--- config.mk ---
export PLATFORM = sky130hd
export DESIGN_NAME = hb_decim_ctrl
export DESIGN_NICKNAME = d
export VERILOG_FILES = /design/src/rtl/hb_decim_pkg.sv /design/src/rtl/hb_decim_ctrl.sv
export SDC_FILE = /design/constraint.sdc
export NUM_CORES = 1
export LEC_CHECK = 0
export CELL_PAD_IN_SITES_DETAIL_PLACEMENT = 1
export CELL_PAD_IN_SITES_GLOBAL_PLACEMENT = 2
export CORE_MARGIN = 5
export CORE_UTILIZATION = 26
export DETAILED_ROUTE_END_ITERATION = 8
export GPL_TIMING_DRIVEN = 0
export PLACE_DENSITY_LB_ADDON = 0.05
export SLEW_MARGIN = 20
export SYNTH_ARGS = -nofsm -noshare
export SYNTH_HDL_FRONTEND = slang
export SYNTH_SLANG_ARGS = --single-unit
--- constraint.sdc ---
create_clock -name i_clock -period 3.49 [get_ports i_clock]
set_input_delay 0.698 -clock i_clock [delete_from_list [all_inputs] [get_ports i_clock]]
set_output_delay 0.698 -clock i_clock [all_outputs]
set_load 0.03 [all_outputs]
--- src/rtl/hb_decim_pkg.sv ---
// Shared types and helpers for the halfband decimator cascade controller.
package hb_decim_pkg;

  localparam int MAX_STAGES = 3;

  typedef enum logic [1:0] {
    FLUSH  = 2'd0,
    SETTLE = 2'd1,
    RUN    = 2'd2
  } state_t;

  // Thermometer code: rate r enables the first r halfband stages.
  function automatic logic [MAX_STAGES-1:0] rate_to_stage_en(input logic [1:0] rate);
    logic [MAX_STAGES-1:0] en;
    case (rate)
      2'd0:    en = 3'b000;
      2'd1:    en = 3'b001;
      2'd2:    en = 3'b011;
      default: en = 3'b111;
    endcase
    return en;
  endfunction

endpackage

--- src/rtl/hb_decim_ctrl.sv ---
// Rate-change sequencer for a halfband cascade: flush, discard settling samples, then pass data.
// Output data/valid lag the cascade by one cycle; drops input strobes while flushing.
module hb_decim_ctrl
  import hb_decim_pkg::*;
#(
  parameter int WIDTH          = 16,
  parameter int FLUSH_CYCLES   = 4,
  parameter int SETTLE_SAMPLES = 16
) (
  input  logic                  i_clock,
  input  logic                  i_reset,
  input  logic [1:0]            i_rate_sel,
  input  logic                  i_rate_load,
  input  logic                  i_valid,
  output logic                  o_chain_in_valid,
  output logic                  o_chain_reset,
  output logic [MAX_STAGES-1:0] o_stage_en,
  input  logic [WIDTH-1:0]      i_chain_inph,
  input  logic [WIDTH-1:0]      i_chain_quad,
  input  logic                  i_chain_valid,
  output logic [WIDTH-1:0]      o_inph_data,
  output logic [WIDTH-1:0]      o_quad_data,
  output logic                  o_valid,
  output logic                  o_busy,
  output logic                  o_rate_ack,
  output logic [15:0]           o_drop_count
);

  localparam int FLUSH_LAST  = (FLUSH_CYCLES > 1) ? FLUSH_CYCLES - 1 : 0;
  localparam int FCW         = (FLUSH_CYCLES > 2) ? $clog2(FLUSH_CYCLES) : 1;
  localparam int SETTLE_LAST = (SETTLE_SAMPLES > 1) ? SETTLE_SAMPLES - 1 : 0;
  localparam int SCW         = (SETTLE_SAMPLES > 2) ? $clog2(SETTLE_SAMPLES) : 1;

  state_t            r_state;
  state_t            w_next;
  logic [FCW-1:0]    r_flush_cnt;
  logic [SCW-1:0]    r_settle_cnt;
  logic [1:0]        r_rate;
  logic              r_valid;
  logic [WIDTH-1:0]  r_inph;
  logic [WIDTH-1:0]  r_quad;
  logic              r_rate_ack;
  logic [15:0]       r_drop_cnt;
  logic              w_flush_done;
  logic              w_settle_done;

  assign w_flush_done  = (r_flush_cnt == FCW'(FLUSH_LAST));
  // With no settling samples requested, SETTLE lasts exactly one cycle.
  assign w_settle_done = (SETTLE_SAMPLES == 0) ||
                         (i_chain_valid && (r_settle_cnt == SCW'(SETTLE_LAST)));

  always_ff @(posedge i_clock) begin
    if (i_reset) begin
      r_state <= FLUSH;
    end else begin
      r_state <= w_next;
    end
  end

  always_comb begin
    w_next = r_state;
    if (i_rate_load) begin
      w_next = FLUSH;
    end else begin
      case (r_state)
        FLUSH:   if (w_flush_done)  w_next = SETTLE;
        SETTLE:  if (w_settle_done) w_next = RUN;
        RUN:     w_next = RUN;
        default: w_next = FLUSH;
      endcase
    end
  end

  always_ff @(posedge i_clock) begin
    if (i_reset) begin
      r_flush_cnt  <= '0;
      r_settle_cnt <= '0;
    end else begin
      if (r_state == FLUSH && w_next == FLUSH && !i_rate_load) begin
        r_flush_cnt <= r_flush_cnt + 1'b1;
      end else begin
        r_flush_cnt <= '0;
      end

      if (r_state != SETTLE || w_next != SETTLE) begin
        r_settle_cnt <= '0;
      end else if (i_chain_valid) begin
        r_settle_cnt <= r_settle_cnt + 1'b1;
      end
    end
  end

  always_ff @(posedge i_clock) begin
    if (i_reset) begin
      r_rate     <= 2'd0;
      r_rate_ack <= 1'b0;
      r_drop_cnt <= 16'd0;
    end else begin
      if (i_rate_load) begin
        r_rate <= i_rate_sel;
      end
      r_rate_ack <= (r_state == SETTLE) && (w_next == RUN);
      if (r_state == FLUSH && i_valid && r_drop_cnt != 16'hFFFF) begin
        r_drop_cnt <= r_drop_cnt + 16'd1;
      end
    end
  end

  // A cascade sample arriving alongside a reload belongs to the old rate.
  always_ff @(posedge i_clock) begin
    if (i_reset) begin
      r_valid <= 1'b0;
      r_inph  <= '0;
      r_quad  <= '0;
    end else begin
      r_valid <= (r_state == RUN) && i_chain_valid && !i_rate_load;
      if ((r_state == RUN) && i_chain_valid && !i_rate_load) begin
        r_inph <= i_chain_inph;
        r_quad <= i_chain_quad;
      end
    end
  end

  assign o_chain_in_valid = i_valid && (r_state != FLUSH);
  assign o_chain_reset    = i_reset || (r_state == FLUSH);
  assign o_stage_en       = rate_to_stage_en(r_rate);
  assign o_inph_data      = r_inph;
  assign o_quad_data      = r_quad;
  assign o_valid          = r_valid;
  assign o_busy           = (r_state != RUN);
  assign o_rate_ack       = r_rate_ack;
  assign o_drop_count     = r_drop_cnt;

endmodule

==> results.ini <==
[floorplanning]
die_w_um = 107
ios = 95
core_area_um2 = 9200
start_util = 0.264
dieHeight_um = 107
fp-row-count = 35
die_area_um2 = 11400

[cells_and_area]
area_growth_pct = 51.4
fin_util = 0.400
drive_above_1_share = 0.0606
antenna_cells = 0
nets = 434
final_area_um2 = 3680

[place]
io_buffers = 92
gp_congestion = 0.730
place_hpwl_um = 5680
placed_area_um2 = 3490
dp_slack_ps = 234

[pwr]
max-vdd-ir-drop_mv = 0.208
power.density_nw_per_um2 = 382
switching_power_w = 0.000324
power_frac_clock = 0.442
seq_power_share = 0.492
switching_share = 0.230
pwr-share-comb = 0.066
power.internal_w = 0.00108
power.leakage_nw = 1.25

[critical_path]
cp_max_fo = 10
timing.setup.critical_path_class = primary input to output pin
start_kind = primary input
crit_path_end_kind = output pin
reg2reg_setup_slack_ps = 1470
required_ps = 2790
arrival_ps = 2530

[timing]
setup_violations = 0
fin_crit_sh = 0.926
period_minus_slack_ps = 3230
drv_slew = 0
grt_setup_unrepaired = false
layout_setup_ws_ps = 259
max_slew.worst_pin.slew_ps = 647
relSlewSlack = 0.569
hold_viol_final = 0
worst_clock_skew_ps = 8.42
whs_ps = 434
fmax_ghz = 0.309
tns_ps = 0

[yosys]
synth_edf_count = 0
yosys_register_bits = 60
synth_nets = 331
seq_area_frac_synth = 0.494
avgSynthCellArea_um2 = 8.41
syn_area_um2 = 2430
synth_top_family_by_area = simple AND/OR/NAND/NOR gates
synthXorXnorAreaFrac = 0.0144
ys_types = 38
synthMuxAreaShare = 0.0170
synth_fa_ha_area_frac = 0.0154
synth_warnings = 0
async_reset_ff_frac = 0
syn_inst = 289
synth_compound_area_frac = 0.148
synthSimpleGateAreaFrac = 0.274
ys.flop_type = dfxtp_1

[grt]
grt_overflow = 0
grt_max_degree = 11
grt_pass1_vias = 2441
antenna_found_initial = 0
track_usage = 0.140
grt_pass1_wl_um = 12500

[clock_tree]
htree_levels = 3
tritoncts = done
clock_path_buffers = 2
cts.sinks = 60
post-cts-setup-buffers = 0
hold_buffers = 0
insertion_delay_ps = 340
cts_root_buf = clkbuf_8
numCtsBuffers = 9
cts_resized = 0
clk_pin_slew_worst_paths_ps = 70

[routing]
wl_um = 7690
drc = 0
vias = 2415
viasPerCell = 4.76
wl_per_cell_um = 15.2
drtIter0Drc = 40
postRouteAntennaNets = 0
drtPass1Iterations = 4

[run_status]
status = finished clean

[worst_hold_path]
hold_path_class = flop to flop

[job]
drv_cap = 0

per-stage QoR:
stage	total power [W]	std cells
floorplan	0.000742	289
global placement	0.000803	492
detailed placement	0.000803	492
CTS	0.00144	507
global route	0.00147	507
finish	0.00141	507
cell usage in the layout, fill, tap and decap left out, types with 2 or more instances in the layout:
| cell type | count |
|---|---|
| a21oi_1 | 45 |
| dfxtp_1 | 60 |
| or4_1 | 10 |
| xor2_1 | 3 |
| clkdlybuf4s50_1 | 92 |
| nand2_1 | 74 |
| clkbuf_1 | 15 |
| nand3b_1 | 2 |
| o21ai_1 | 2 |
| o31ai_1 | 8 |
| o21ai_0 | 4 |
| a211oi_1 | 2 |
| buf_2 | 3 |
| nor2b_1 | 2 |
| nor3_1 | 4 |
| nand3_1 | 4 |
| clkinv_2 | 3 |
| or3_1 | 3 |
| and3_1 | 3 |
| or3b_1 | 2 |
| and4_1 | 4 |
| mux2i_1 | 3 |
| nand4_1 | 5 |
| clkbuf_8 | 10 |
| nor2_1 | 13 |
| ha_1 | 3 |
Yosys cell counts, types with 2 or more instances:
cell      number  area (um2)
o21ai_1        2        10.0
xor2_1         3        26.3
nor2_1        13        48.8
nand4_1        5        31.3
nor3_1         4        20.0
or3b_1         2        17.5
a211oi_1       2        15.0
or3_1          3        18.8
nand2_1       74         278
a21oi_1       45         225
ha_1           3        37.5
clkbuf_1      15        56.3
nor2b_1        2        12.5
o31ai_1        8        60.1
or4_1         10        75.1
nand3b_1       2        15.0
and4_1         4        35.0
mux2i_1        3        30.0
dfxtp_1       60        1200
and3_1         3        18.8
nand3_1        4        20.0
buf_2          3        15.0
o21ai_0        4        20.0
path summary, 6_finish.rpt:
| path | cells past startpoint | startpoint | to |
|---|---|---|---|
| hold / removal | 1 | r_flush_cnt[0]$_SDFF_PP0_ | r_flush_cnt[0]$_SDFF_PP0_ |
| hold reg to reg | 1 | r_flush_cnt[0]$_SDFF_PP0_ | r_flush_cnt[0]$_SDFF_PP0_ |
| setup reg to reg | 7 | o_drop_count[0]$_SDFFE_PP0P_ | o_drop_count[1]$_SDFFE_PP0P_ |
| setup / recovery | 4 | i_reset | o_chain_reset |
area by class of cell:
type	instances	area (um2)
Buffer	20	86.3
Clock buffer	10	138
Clock inverter	5	52.6
Fill cell	1090	5520
Inverter	1	3.75
Multi-Input combinational cell	208	1140
Sequential cell	60	1200
Tap cell	111	139
Timing Repair Buffer	92	921
flip-flops by register name, summed over array words and instances, names as in the netlist:
signal	count
o_drop_count	16
o_inph_data	16
o_quad_data	16
r_settle_cnt	4
r_flush_cnt	2
r_rate	2
r_state	2
o_rate_ack	1
o_valid	1
worst max-delay path, cell delays in order:
cell and delay [ps]:
clkdlybuf4s50_1 540, clkbuf_1 410, o21bai_1 190, clkdlybuf4s50_1 690
power groups by stage:
| stage | clock [W] | sequential [W] | combinational [W] |
|---|---|---|---|
| detailed placement | 0 | 0.000708 | 0.0000940 |
| finish | 0.000622 | 0.000693 | 0.0000926 |
| global route | 0.000676 | 0.000693 | 0.000100 |
| CTS | 0.000655 | 0.000693 | 0.0000947 |
| global placement | 0 | 0.000708 | 0.0000945 |
| floorplan | 0 | 0.000711 | 0.0000312 |
routing by layer:
layer,GRT usage,routed length (um)
met1,0.181,3600
met2,0.217,3590
met3,0.0506,404
met4,0.0466,89
met5,0,0
logic make-up (layout without fill, tap and decap cells):
kind of cell	count (synthesis)	after routing
fa+ha+maj	3	3
buf+inv	21	128
xor+xnor	4	4
simple gates	133	133
compound gates	64	64
flops	60	60
mux	4	4
Note: power is estimated with default switching activity, not from simulation.
